$ cat src/rtl/dmem_port_arbiter.sv
// Arbitrates the single data-SRAM port between operand-fetch reads and write-stage writes,
// with a one-entry posted write buffer, read-after-write forwarding and a starvation limit.
module dmem_port_arbiter #(
    parameter int ADDR_WIDTH   = 16,
    parameter int DATA_WIDTH   = 16,
    parameter int STARVE_LIMIT = 4
) (
    input  logic                  clk,
    input  logic                  reset_n,
    input  logic                  rd_req,
    input  logic [ADDR_WIDTH-1:0] rd_addr,
    output logic                  rd_gnt,
    output logic                  rd_valid,
    output logic [DATA_WIDTH-1:0] rd_data,
    input  logic                  wr_req,
    input  logic [ADDR_WIDTH-1:0] wr_addr,
    input  logic [DATA_WIDTH-1:0] wr_data,
    output logic                  wr_gnt,
    output logic [ADDR_WIDTH-1:0] mem_addr,
    output logic [DATA_WIDTH-1:0] mem_wdata,
    output logic                  mem_we_n,
    input  logic [DATA_WIDTH-1:0] mem_rdata
);

    localparam int STAGES = 2;
    localparam int AGE_W  = 4;
    localparam logic [AGE_W-1:0] AGE_MAX = AGE_W'(STARVE_LIMIT);

    typedef enum logic {BUF_EMPTY, BUF_FULL} buf_state_t;

    typedef struct packed {
        logic                  fwd;
        logic [DATA_WIDTH-1:0] data;
    } rd_stage_t;

    buf_state_t            buf_state, buf_state_nxt;
    logic [ADDR_WIDTH-1:0] buf_addr;
    logic [DATA_WIDTH-1:0] buf_data;
    logic [AGE_W-1:0]      age;
    logic [STAGES:1]       vld_pipe;
    rd_stage_t             rd_s1;

    logic buf_full, forced, buf_hit, wr_match, fwd_wr, hit;
    logic port_read, drain;
    logic [DATA_WIDTH-1:0] fwd_data;

    always_ff @(posedge clk) begin
        if (!reset_n) buf_state <= BUF_EMPTY;
        else          buf_state <= buf_state_nxt;
    end

    // A full buffer whose address differs from the read only gets the write
    // forwarded once it is draining, so the tentative miss ignores wr_match then.
    always_comb begin
        buf_full      = (buf_state == BUF_FULL);
        forced        = buf_full && (age >= AGE_MAX);
        buf_hit       = buf_full && (buf_addr == rd_addr);
        wr_match      = wr_req && (wr_addr == rd_addr);
        port_read     = rd_req && !forced && !buf_hit && !(wr_match && !buf_full);
        drain         = buf_full && !port_read;
        wr_gnt        = wr_req && (!buf_full || drain);
        fwd_wr        = wr_match && wr_gnt;
        hit           = fwd_wr || buf_hit;
        rd_gnt        = port_read || (rd_req && hit);
        fwd_data      = fwd_wr ? wr_data : buf_data;
        buf_state_nxt = buf_state;
        if (wr_gnt)     buf_state_nxt = BUF_FULL;
        else if (drain) buf_state_nxt = BUF_EMPTY;
    end

    always_ff @(posedge clk) begin
        if (!reset_n) begin
            buf_addr <= '0;
            buf_data <= '0;
            age      <= '0;
        end else if (wr_gnt) begin
            buf_addr <= wr_addr;
            buf_data <= wr_data;
            age      <= '0;
        end else if (buf_full && !drain && age < AGE_MAX) begin
            age <= age + 1'b1;
        end
    end

    always_ff @(posedge clk) begin
        if (!reset_n) begin
            mem_addr  <= '0;
            mem_wdata <= '0;
            mem_we_n  <= 1'b1;
        end else if (port_read) begin
            mem_addr  <= rd_addr;
            mem_we_n  <= 1'b1;
        end else if (drain) begin
            mem_addr  <= buf_addr;
            mem_wdata <= buf_data;
            mem_we_n  <= 1'b0;
        end else begin
            mem_we_n  <= 1'b1;
        end
    end

    // Hits are delayed to match the SRAM path so every read returns two cycles after grant.
    always_ff @(posedge clk) begin
        if (!reset_n) begin
            vld_pipe <= '0;
            rd_s1    <= '0;
            rd_data  <= '0;
        end else begin
            vld_pipe   <= {vld_pipe[STAGES-1:1], rd_gnt};
            rd_s1.fwd  <= rd_gnt && !port_read;
            rd_s1.data <= fwd_data;
            if (vld_pipe[1])
                rd_data <= rd_s1.fwd ? rd_s1.data : mem_rdata;
        end
    end

    assign rd_valid = vld_pipe[STAGES];

endmodule

$ cat config.mk
export PLATFORM = sky130hd
export DESIGN_NAME = dmem_port_arbiter
export DESIGN_NICKNAME = d
export VERILOG_FILES = /design/src/rtl/dmem_port_arbiter.sv
export SDC_FILE = /design/constraint.sdc
export NUM_CORES = 1
export LEC_CHECK = 0
export CELL_PAD_IN_SITES_DETAIL_PLACEMENT = 0
export CELL_PAD_IN_SITES_GLOBAL_PLACEMENT = 1
export CORE_MARGIN = 2
export CORE_UTILIZATION = 37
export DETAILED_ROUTE_END_ITERATION = 10
export GPL_TIMING_DRIVEN = 1
export PLACE_DENSITY_LB_ADDON = 0.1
export SLEW_MARGIN = 20
export SYNTH_ARGS = -nofsm -noshare
export SYNTH_HDL_FRONTEND = slang
export SYNTH_SLANG_ARGS = --single-unit
$ cat constraint.sdc
create_clock -name clk -period 2.75 [get_ports clk]
set_input_delay 0.55 -clock clk [delete_from_list [all_inputs] [get_ports clk]]
set_output_delay 0.55 -clock clk [all_outputs]
set_load 0.03 [all_outputs]
# Word-level counts from Yosys, hierarchy flattened
# Index checks and enable logic that the tools add are counted.
dict set report word_totals {
  out_inout_bits 52
  word_cells 53
  inputBits 68
  register_bits 105
}
dict set report classes {
  muxes 7
  addsub 1
  bitwise_logic 2
  n_eq_ne 2
  n_reduce_logical 28
  magnitude_cmp 2
}
# op count
set ops {}
lappend ops {{$mux 16} 4}
lappend ops {{$eq 16x16->1} 2}
lappend ops {{$logic_and 1x1->1} 14}
lappend ops {{$logic_not 1->1} 6}
lappend ops {{$add 4x1->4 const B} 1}
lappend ops {{$ge 4x3->1 const B} 1}
lappend ops {{$lt 4x3->1 const B} 1}
lappend ops {{$reduce_bool 2->1} 2}
lappend ops {{$reduce_or 2->1} 2}
lappend ops {{$logic_or 1x1->1} 3}
lappend ops {{$mux 1} 3}
lappend ops {{$not 1->1} 2}
lappend ops {{$reduce_and 2->1} 1}

# Longest topological paths before layout
# Gate-level depths: netlist (run 1).
dict set report depth {
  word_depth 15
  ltp_mapped 8
  ltp_nobuf 6
}

# Worst setup path before layout (run 1)
# No wires, ideal clock.
dict set report synth_timing {
  path_type {input -> output}
  from {input port rd_addr[6]}
  to {output port rd_gnt}
  required_ns 2.200
  path_buffers 1
  cell_stages 7
  path_slack_ns 0.012
  arrival_ns 2.188
  path_cell_list {xor2_1 -> nor4b_2 -> nand4b_1 -> nor2_2 -> clkbuf_1 -> nor3_1 -> nor2_1}
}
dict set report synth_via {
  elab_chain_cells 13
  word_cells_on_any_way 17
  cone_classes {2 x eq/ne; 15 x reduce/logical}
}
# item line
set synth_rtl {}
lappend synth_rtl {{start, declared} 11} ;# input logic [ADDR_WIDTH-1:0] rd_addr,
lappend synth_rtl {{$eq 16x16->1, on equally long branches} {57, 58}}
lappend synth_rtl {{$logic_and 1x1->1, on equally long branches} {57, 58}}
lappend synth_rtl {{$logic_not 1->1 / $logic_and 1x1->1 (equally long branches)} 59} ;# port_read = rd_req && !forced && !buf_hit && !(wr_match && !buf_full);
lappend synth_rtl {{$logic_and 1x1->1 / $logic_not 1->1 (equally long branches)} 59}
lappend synth_rtl {{$logic_and 1x1->1} 59}
lappend synth_rtl {{$logic_not 1->1} 60} ;# drain = buf_full && !port_read;
lappend synth_rtl {{$logic_and 1x1->1} 60}
lappend synth_rtl {{$logic_or 1x1->1} 61} ;# wr_gnt = wr_req && (!buf_full || drain);
lappend synth_rtl {{$logic_and 1x1->1} 61}
lappend synth_rtl {{$logic_and 1x1->1} 62} ;# fwd_wr = wr_match && wr_gnt;
lappend synth_rtl {{$logic_or 1x1->1} 63} ;# hit = fwd_wr || buf_hit;
lappend synth_rtl {{$logic_and 1x1->1} 64} ;# rd_gnt = port_read || (rd_req && hit);
lappend synth_rtl {{$logic_or 1x1->1 (*)} 64}
lappend synth_rtl {{end, declared} 12} ;# output logic rd_gnt,
# Mark *: on every way between the ends. The rest lies on a longest branch, timed or not.

# Worst setup path in the final report (run 1)
dict set report layout_timing {
  from {input port wr_addr[4]}
  to {output port rd_gnt}
}
dict set report layout_via {
  elab_chain_cells 13
}
# item line
set layout_rtl {}
lappend layout_rtl {{start, declared} 16} ;# input logic [ADDR_WIDTH-1:0] wr_addr,
lappend layout_rtl {{$eq 16x16->1 (*)} 58} ;# wr_match = wr_req && (wr_addr == rd_addr);
lappend layout_rtl {{$logic_and 1x1->1 (*)} 58}
lappend layout_rtl {{$logic_and 1x1->1} 59}
lappend layout_rtl {{$logic_not 1->1} 59}
lappend layout_rtl {{$logic_and 1x1->1} 59}
lappend layout_rtl {{$logic_not 1->1} 60}
lappend layout_rtl {{$logic_and 1x1->1} 60}
lappend layout_rtl {{$logic_or 1x1->1} 61}
lappend layout_rtl {{$logic_and 1x1->1} 61}
lappend layout_rtl {{$logic_and 1x1->1} 62}
lappend layout_rtl {{$logic_or 1x1->1} 63}
lappend layout_rtl {{$logic_and 1x1->1} 64}
lappend layout_rtl {{$logic_or 1x1->1 (*)} 64}
# Marked as above.

==> impl_metrics.env, run 1 <==
export IMPL_status="complete, no violations"
export IMPL_start_kind="input pin"
export IMPL_cap_violations=0
export IMPL_crit_arrival_ns=2.11
export IMPL_net_switching_power_mw=1.062
export IMPL_worst_slack_ns=0.08566
export IMPL_die_h_um=121.5
export IMPL_yosys_top_cells_area="dfxtp_1 41%, mux2i_1 13%, nand2_1 6.5%"
export IMPL_fin_crit_ns=2.664
export IMPL_synth_top_area_cell="dfxtp_1"
export IMPL_slew_headroom_pct=31.83
export IMPL_crit_fanout=2
export IMPL_ys_seq_area_share_pct=41.18
export IMPL_hold_viol_final=0
export IMPL_fin_setup_tns_ns=0
export IMPL_synth_common_cells="105 x dfxtp_1, 88 x nand2_1, 64 x mux2i_1"
export IMPL_end_kind="primary output"
export IMPL_clock_sinks=105
export IMPL_powerDensity_nw_per_um2=531.7
export IMPL_p_int_mw=2.753
export IMPL_cts_max_level=3
export IMPL_grt_pass1_vias=4732
export IMPL_area_delta_synth_final_pct=40.51
export IMPL_ios=120
export IMPL_dr_first_iter_drc_count=260
export IMPL_drt_first_pass_iters=6
export IMPL_finalSetupViolCount=0
export IMPL_place_ws_ns=-0.2575
export IMPL_layout_area_seq_um2=2102
export IMPL_core_um2=13350
export IMPL_antenna_found_initial=0
export IMPL_drcViolationCount=0
export IMPL_yosysUniqueCellTypes=45
export IMPL_swShare_pct=27.83
export IMPL_vias_per_cell=5.373
export IMPL_pwr_share_comb_pct=18.3
export IMPL_grt_usage_pct=20.85
export IMPL_multi_input_area_um2=2885
export IMPL_final_cells=879
export IMPL_fin_nets=767
export IMPL_ir_drop_mv=0.4348
export IMPL_async_flop_share_pct=0
export IMPL_crit_path_end="rd_gnt"
export IMPL_clock_skew_ns=0.005132
export IMPL_rr_worst_depth=7
export IMPL_slew_violations=0
export IMPL_hpwlAfterDp_um=10220
export IMPL_final_util_pct=53.74
export IMPL_yosysMostFrequentCell="dfxtp_1"
export IMPL_worstSetupStartpoint="wr_addr[4]"
export IMPL_fillers=1254
export IMPL_power_leakage_nw=3.020
export IMPL_place_inst=862
export IMPL_wire_per_inst_um=17.12
export IMPL_netlist_area_leader_share_pct=41.18
export IMPL_grt_overflow=0
export IMPL_io_buffers=119
export IMPL_die_area_um2=14750
export IMPL_ant_nets=0
export IMPL_drt_total_wl_um=15050
export IMPL_worstReg2RegEnd="buf_data[7]$_SDFFE_PN0P_"
export IMPL_cts_root_buffer="clkbuf_16"
export IMPL_grt_start_max_net_pins=57
export IMPL_cts_buffer_depth=2
export IMPL_syn_avg_cell_area_um2=8.956
export IMPL_die_x_um=121.5
export IMPL_critPathKind="in -> out"
export IMPL_grt_pass1_wl_um=23940
export IMPL_min_period_over_period_pct=96.89
export IMPL_r2r_start="buf_addr[14]$_SDFFE_PN0P_"
export IMPL_synthCells=570
export IMPL_tightestPinTransition_ns=1.021
export IMPL_synth_edf_count=0
export IMPL_cp_required_ns=2.20
export IMPL_vias=4723
export IMPL_n_antenna_cell=0
export IMPL_synth_warnings=0
export IMPL_ys_flop_type="dfxtp_1"
export IMPL_clk_pin_slew_worst_paths_ns=0.07
export IMPL_globalplace_congestion=0.8088
export IMPL_rrSetupSlack_ns=0.51
export IMPL_drive_above_1_share_pct=13.37
export IMPL_hp_class="reg -> reg"
export IMPL_synth_fp_nets=639
export IMPL_syn_area_um2=5105
export IMPL_start_util_pct=38.25
export IMPL_numCtsBuffers=9
export IMPL_ys_ff_latch=105
export IMPL_p_clk_share_pct=38.1
export IMPL_whs_path_depth=2
export IMPL_insertion_delay_ns=0.36
export IMPL_cts_tree="yes"
export IMPL_p_seq_share_pct=43.7
export IMPL_rsz0062_at_grt="false"
export IMPL_rows=42
export IMPL_ctsHoldBuffers=0
export IMPL_max_freq_mhz=375.3
through the flow:
stage          hold WS, ns  power, mW  area, µm²
4_1_cts             0.4752      3.847       7123
2_1_floorplan       0.4531      2.060       5105
3_5_place_dp        0.4646      2.385       6684
6_report            0.4737      3.814       7173
3_3_place_gp        0.4580      2.375       6684
5_1_grt             0.4915      3.974       7173
layout by cell type, fill, tap and decap left out, drive strengths merged, types with 3 or more instances in the layout:
cell,synthesis,final
nor2,24,24
o211a,16,16
a21oi,18,18
clkdlybuf4s50,0,90
nor4,25,25
dfxtp,105,105
nor3,18,18
o31ai,16,16
nand2,88,88
xor2,27,27
mux2i,64,64
and2,3,3
o41ai,16,16
buf,10,52
dlymetal6s2s,0,8
a21boi,18,18
xnor2,5,5
o21ai,19,19
clkinv,1,3
a31oi,16,16
nand3,19,19
inv,1,3
dlygate4sd2,0,17
nor4b,4,4
clkbuf,41,9
cells by family (layout without fill, tap and decap cells):
kind of cell	after synthesis	after routing	synth area share, %
compound gates	123	123	17.43
fa+ha+maj	1	1	0.2451
buf+inv	53	186	5.098
xor+xnor	32	32	5.490
simple gates	192	192	18.02
mux	64	64	12.55
flops	105	105	41.18
cell type report:
type / instances / share of cell area (%)
clock buffers: 9 / 3.140
clock inverters: 7 / 1.570
flip-flops and latches: 105 / 29.30
multi-input cells: 412 / 40.22
inverters: 2 / 0.1047
repair buffers: 168 / 22.59
well taps: 176 / 3.070
registers in the layout (all words and copies together) (netlist names), 2 cells and up:
register	flops
rd_data	16
mem_addr	16
buf_data	16
rd_s1	17
mem_wdata	16
vld_pipe	2
age	4
buf_addr	16
critical path, stage by stage:
cell and delay [ns]:
clkdlybuf4s50_1 0.48, xor2_2 0.23, nor4b_4 0.32, and2_4 0.19, nor3_2 0.04, nor2_2 0.15
buf_12 0.14
repair_timing:
action	in CTS	in global routing
gates resized for setup	37	13
setup endpoints to repair	2	2
pin swaps	11	7
buffers inserted	1	0
layer usage:
metal / wire, µm / global-route usage (%) / vias to the layer above / share of wire [%]
met2: 7222 / 35.22 / 137 / 48
met5: 0 / 0 / - / 0
met1: 6576 / 25.53 / 2249 / 44
met3: 829 / 5.545 / 26 / 5.5
li1: - / - / 2311 / -
met4: 421 / 7.399 / 0 / 2.8
power by group through the flow:
stage               combinational, mW  clock (mW)  sequential, mW
floorplan                       0.299           0            1.76
global placement                0.677           0            1.70
detailed placement              0.685           0            1.70
CTS                             0.697        1.48            1.67
global route                    0.749        1.55            1.68
finish                          0.697        1.45            1.67
worst min-delay path by stage:
stage                                   start                   endpoint
CTS                 mem_wdata[9]$_SDFFE_PN0P_  mem_wdata[9]$_SDFFE_PN0P_
floorplan            buf_data[2]$_SDFFE_PN0P_  mem_wdata[2]$_SDFFE_PN0P_
global placement    mem_wdata[2]$_SDFFE_PN0P_  mem_wdata[2]$_SDFFE_PN0P_
global route        mem_wdata[9]$_SDFFE_PN0P_  mem_wdata[9]$_SDFFE_PN0P_
finish              mem_wdata[9]$_SDFFE_PN0P_  mem_wdata[9]$_SDFFE_PN0P_
detailed placement  mem_wdata[9]$_SDFFE_PN0P_  mem_wdata[9]$_SDFFE_PN0P_
No activity file was read; power rests on OpenSTA's default activity.
==> inputs of run 2 (changes only) <==
- PLACE_DENSITY: default -> 0.9
- PLACE_DENSITY_LB_ADDON: 0.1 -> default
==> run 2 against run 1 <==
Compared with the run above: die area unchanged; first-iteration DRC count grew 38%; sequential power is essentially flat; clock skew rose by 0.0052 ns; core utilization decreased by 0.38 points; largest cell class unchanged; largest power group unchanged.
==> impl_metrics.env, run 2 (same netlist as run 1, synthesis figures left out) <==
export IMPL_core_um2=13350
export IMPL_largest_register_ffs=17
export IMPL_die_area_um2=14750
export IMPL_vias=4796
export IMPL_power_leakage_nw=2.979
export IMPL_end_kind="primary output"
export IMPL_crit_fanout=2
export IMPL_wire_per_inst_um=17.51
export IMPL_drt_first_pass_iters=6
export IMPL_slew_violations=0
export IMPL_regMostFlops="rd_s1"
export IMPL_hold_viol_final=0
export IMPL_drive_above_1_share_pct=15.24
export IMPL_dr_first_iter_drc_count=359
export IMPL_ctsHoldBuffers=0
export IMPL_grt_overflow=0
export IMPL_place_ws_ns=-0.2511
export IMPL_slew_headroom_pct=33.34
export IMPL_rsz0062_at_grt="true"
export IMPL_status="complete, no violations"
export IMPL_die_h_um=121.5
export IMPL_finalSetupViolCount=0
export IMPL_rrSetupSlack_ns=0.39
export IMPL_worstPathCellList="dlygate4sd2_1, xor2_2, nor4b_4, nand4b_1, buf_4, nor2_4, nor3_2, nor2_1, buf_4"
export IMPL_cts_max_level=3
export IMPL_globalplace_congestion=0.9508
export IMPL_grt_usage_pct=21.00
export IMPL_critPathKind="in -> out"
export IMPL_antenna_found_initial=0
export IMPL_clk_pin_slew_worst_paths_ns=0.08
export IMPL_whs_ns=0.4815
export IMPL_die_x_um=121.5
export IMPL_max_freq_mhz=367.9
export IMPL_layout_common_cells="104 x dfxtp_1, 88 x nand2_1, 88 x clkdlybuf4s50_1"
export IMPL_worst_slack_ns=0.03221
export IMPL_finalInstanceArea_um2=7122
export IMPL_clock_sinks=105
export IMPL_numCtsBuffers=9
export IMPL_insertion_delay_ns=0.36
export IMPL_vias_per_cell=5.462
export IMPL_fin_crit_ns=2.718
export IMPL_grt_start_max_net_pins=45
export IMPL_path_common_cell="buf_4"
export IMPL_cap_violations=0
export IMPL_drt_total_wl_um=15370
export IMPL_cts_tree="yes"
export IMPL_clock_skew_ns=0.01035
export IMPL_n_antenna_cell=0
export IMPL_ir_drop_mv=0.2960
export IMPL_final_util_pct=53.36
export IMPL_ant_nets=0
export IMPL_slowest_delay_ns=0.30
export IMPL_crit_arrival_ns=2.17
export IMPL_place_area_um2=6631
export IMPL_rows=42
export IMPL_io_buffers=119
export IMPL_min_period_over_period_pct=98.83
export IMPL_hp_class="reg -> reg"
export IMPL_hpwlAfterDp_um=10700
export IMPL_ios=120
export IMPL_start_kind="input pin"
export IMPL_grt_pass1_wl_um=24550
export IMPL_place_inst=860
export IMPL_cts_buffer_depth=2
export IMPL_fillers=1217
export IMPL_crit_slowest_cell="nor4b_4"
export IMPL_cp_required_ns=2.20
export IMPL_grt_pass1_vias=4812
export IMPL_start_util_pct=38.25
export IMPL_layout_area_seq_um2=2103
export IMPL_fin_nets=766
export IMPL_multi_input_area_um2=2938
export IMPL_area_delta_synth_final_pct=39.51
export IMPL_drcViolationCount=0
export IMPL_final_cells=878
export IMPL_cts_root_buffer="clkbuf_16"
export IMPL_tightestPinTransition_ns=0.9986
export IMPL_powerDensity_nw_per_um2=517.9
export IMPL_final_common_cell="dfxtp_1"
==> run 2: where the power goes <==
| part | internal, mW | total (mW) | switching [mW] | leakage, nW |
|---|---|---|---|---|
| Clock | 0.670 | 1.31 | 0.643 | 0.148 |
| Combinational | 0.329 | 0.701 | 0.372 | 1.97 |
| Sequential | 1.60 | 1.67 | 0.0703 | 0.862 |
| Total | 2.60 | 3.69 | 1.09 | 2.98 |
==> run 2: worst paths after layout <==
path                                   from                        end  depth (start not counted)
setup / recovery                 rd_addr[6]                     rd_gnt                          9
hold / removal    mem_wdata[9]$_SDFFE_PN0P_  mem_wdata[9]$_SDFFE_PN0P_                          2
setup reg to reg  buf_addr[11]$_SDFFE_PN0P_   mem_addr[8]$_SDFFE_PN0P_                          9
hold reg to reg   mem_wdata[9]$_SDFFE_PN0P_  mem_wdata[9]$_SDFFE_PN0P_                          2
==> run 2: routing by layer <==
metal / up-vias / part of all wire, % / global-route usage [%]
met5: - / 0 / 0
li1: 2305 / - / -
met4: 0 / 1.8 / 7.687
met1: 2263 / 44 / 27.09
met3: 23 / 7.0 / 3.853
met2: 205 / 47 / 35.01
==> run 2: timing repair <==
action	CTS	global route
buffers inserted	2	0
setup endpoints to repair	2	2
resized for setup	45	26
pin swaps	13	9
==> run 2: metrics by stage <==
stage | TNS (ns) | power, mW
final | 0 | 3.689
after global routing | -0.02060 | 3.833
after CTS | 0 | 3.693
after detailed placement | -9.645 | 2.383
after global placement | -3.286 | 2.366
after floorplan | 0 | 2.060
==> run 2: area by class of cell <==
type	count	share of cell area (%)
multi-input cells	412	41.25
inverters	2	0.1054
clock inverters	6	0.9311
repair buffers	167	21.73
clock buffers	10	3.356
well taps	176	3.092
flip-flops and latches	105	29.53
==> run 2: worst max-delay path, delay by kind of cell <==
family | cells | cell delay (ns)
simple gates | 5 | 0.81
xor+xnor | 1 | 0.17
buf+inv | 3 | 0.64
==> inputs of run 3 (changes only) <==
- SKIP_LAST_GASP: default -> 1
==> run 3 against run 2 <==
Compared with the run above: critical path depth stayed put; final cell count unchanged; highest routed layer unchanged; clock skew barely moved; flip-flop and latch count did not move; routed wire length down 0.40%.
==> impl_metrics.env, run 3 (same netlist as run 1, synthesis figures left out) <==
export IMPL_final_common_cell="dfxtp_1"
export IMPL_n_antenna_cell=0
export IMPL_place_ws_ns=-0.2511
export IMPL_drt_first_pass_iters=5
export IMPL_met1_usage_pct=27.09
export IMPL_rsz0062_at_grt="true"
export IMPL_hpwlAfterDp_um=10700
export IMPL_total_power_mw=3.688
export IMPL_r2r_start="buf_addr[5]$_SDFFE_PN0P_"
export IMPL_area_delta_synth_final_pct=39.29
export IMPL_clk_pin_slew_worst_paths_ns=0.08
export IMPL_fillers=1223
export IMPL_cts_tree="yes"
export IMPL_largest_register_ffs=17
export IMPL_rows=42
export IMPL_die_x_um=121.5
export IMPL_crit_arrival_ns=2.15
export IMPL_slew_violations=0
export IMPL_hold_viol_final=0
export IMPL_die_h_um=121.5
export IMPL_slowest_delay_ns=0.29
export IMPL_slew_headroom_pct=33.36
export IMPL_powerDensity_nw_per_um2=518.6
export IMPL_io_buffers=119
export IMPL_finalInstanceArea_um2=7111
export IMPL_drt_total_wl_um=15310
export IMPL_grt_start_max_net_pins=45
export IMPL_die_area_um2=14750
export IMPL_power_leakage_nw=2.968
export IMPL_hp_class="reg -> reg"
export IMPL_worstSetupStartpoint="rd_addr[6]"
export IMPL_cts_root_buffer="clkbuf_16"
export IMPL_wire_per_inst_um=17.44
export IMPL_critPathKind="in -> out"
export IMPL_cap_violations=0
export IMPL_core_um2=13350
export IMPL_fin_crit_ns=2.702
export IMPL_clock_skew_ns=0.01061
export IMPL_cp_required_ns=2.20
export IMPL_insertion_delay_ns=0.36
export IMPL_path_common_cell="buf_4"
export IMPL_numCtsBuffers=9
export IMPL_worst_slack_ns=0.04755
export IMPL_critPathBufInv=3
export IMPL_whs_ns=0.4759
export IMPL_status="complete, no violations"
export IMPL_antenna_found_initial=0
export IMPL_globalplace_congestion=0.9508
export IMPL_cts_buffer_depth=2
export IMPL_cpLargestDelayFamily="simple AND/OR/NAND/NOR gates"
export IMPL_place_area_um2=6631
export IMPL_grt_pass1_wl_um=24550
export IMPL_grt_pass1_vias=4812
export IMPL_max_freq_mhz=370.0
export IMPL_worst_path_stages=9
export IMPL_drcViolationCount=0
export IMPL_layout_common_cells="105 x dfxtp_1, 89 x clkdlybuf4s50_1, 88 x nand2_1"
export IMPL_rrSetupSlack_ns=0.39
export IMPL_vias_per_cell=5.460
export IMPL_tightestPinTransition_ns=0.9982
export IMPL_grt_busiest_layer="met2"
export IMPL_end_kind="primary output"
export IMPL_start_kind="input pin"
export IMPL_min_period_over_period_pct=98.27
export IMPL_ir_drop_mv=0.2956
export IMPL_rr_worst_depth=9
export IMPL_met3_usage_pct=3.853
export IMPL_fin_setup_tns_ns=0
export IMPL_vias=4794
export IMPL_grtUsageMet2_pct=35.01
export IMPL_ctsHoldBuffers=0
export IMPL_grt_overflow=0
export IMPL_crit_fanout=2
export IMPL_regMostFlops="rd_s1"
export IMPL_start_util_pct=38.25
export IMPL_whs_path_depth=2
export IMPL_dr_first_iter_drc_count=370
export IMPL_hp_start="mem_wdata[9]$_SDFFE_PN0P_"
export IMPL_crit_slowest_cell="nor4b_4"
export IMPL_finalSetupViolCount=0
export IMPL_drive_above_1_share_pct=14.96
export IMPL_cts_max_level=3
export IMPL_ios=120
export IMPL_worstPathCellList="dlygate4sd2_1, xor2_2, nor4b_4, nand4b_1, buf_4, nor2_4, nor3_2, nor2_1, buf_4"
export IMPL_grt_usage_pct=21.00
export IMPL_clock_sinks=105
export IMPL_fin_nets=766
export IMPL_ant_nets=0
-- run 3: cell count changes in the layout (fill, tap and decap cells not counted) --
cell / delta
clkdlybuf4s50_1: +1
dfxtp_1: +1
dfxtp_2: -1
dlymetal6s2s_1: -1
xor2_1: +1
xor2_2: -1
-- run 3: repair_timing --
action | CTS | global route
pin swaps | 13 | 9
resized for setup | 45 | 23
endpoints found under the setup margin | 2 | 2
hold endpoints to repair | 0 | 0
buffers inserted | 2 | 0
-- run 3: worst min-delay path, delay by kind of cell, from the launching register on --
family	cells	cell delay (ns)
AOI/OAI and AO/OA	1	0.06
and+or+nand+nor	1	0.06
DFF	1	0.31
-- run 3: area by class of cell --
cell class / instances / area (µm²) / area share (%)
clock buffer: 10 / 239.0 / 3.361
clock inverter: 6 / 66.31 / 0.9326
inverter: 2 / 7.507 / 0.1056
multi-input combinational: 412 / 2930 / 41.21
sequential: 105 / 2102 / 29.56
tap: 176 / 220.2 / 3.097
timing repair buffer: 167 / 1545 / 21.73
-- run 3: power by group --
group	switching (mW)	internal [mW]
Sequential	0.0703	1.60
Combinational	0.371	0.328
Clock	0.644	0.670
Total	1.09	2.60
-- run 3: worst paths after layout --
| path | to |
|---|---|
| worst min register to register | mem_wdata[9]$_SDFFE_PN0P_ |
| worst min-delay path | mem_wdata[9]$_SDFFE_PN0P_ |
| worst max register to register | mem_addr[8]$_SDFFE_PN0P_ |
| worst max-delay path | rd_gnt |
-- run 3: stage by stage --
stage / utilization, % / instances
floorplan: - / 570
global placement: 49.68 / 860
detailed placement: 49.68 / 860
CTS: 52.85 / 878
global route: 53.27 / 878
finish: 53.27 / 878
-- run 3: per-layer routing --
| metal | vias to the layer above | wire [µm] |
|---|---|---|
| met2 | 215 | 7119 |
| met1 | 2253 | 6764 |
| li1 | 2304 | - |
| met3 | 22 | 1129 |
| met4 | 0 | 299 |
| met5 | - | 0 |
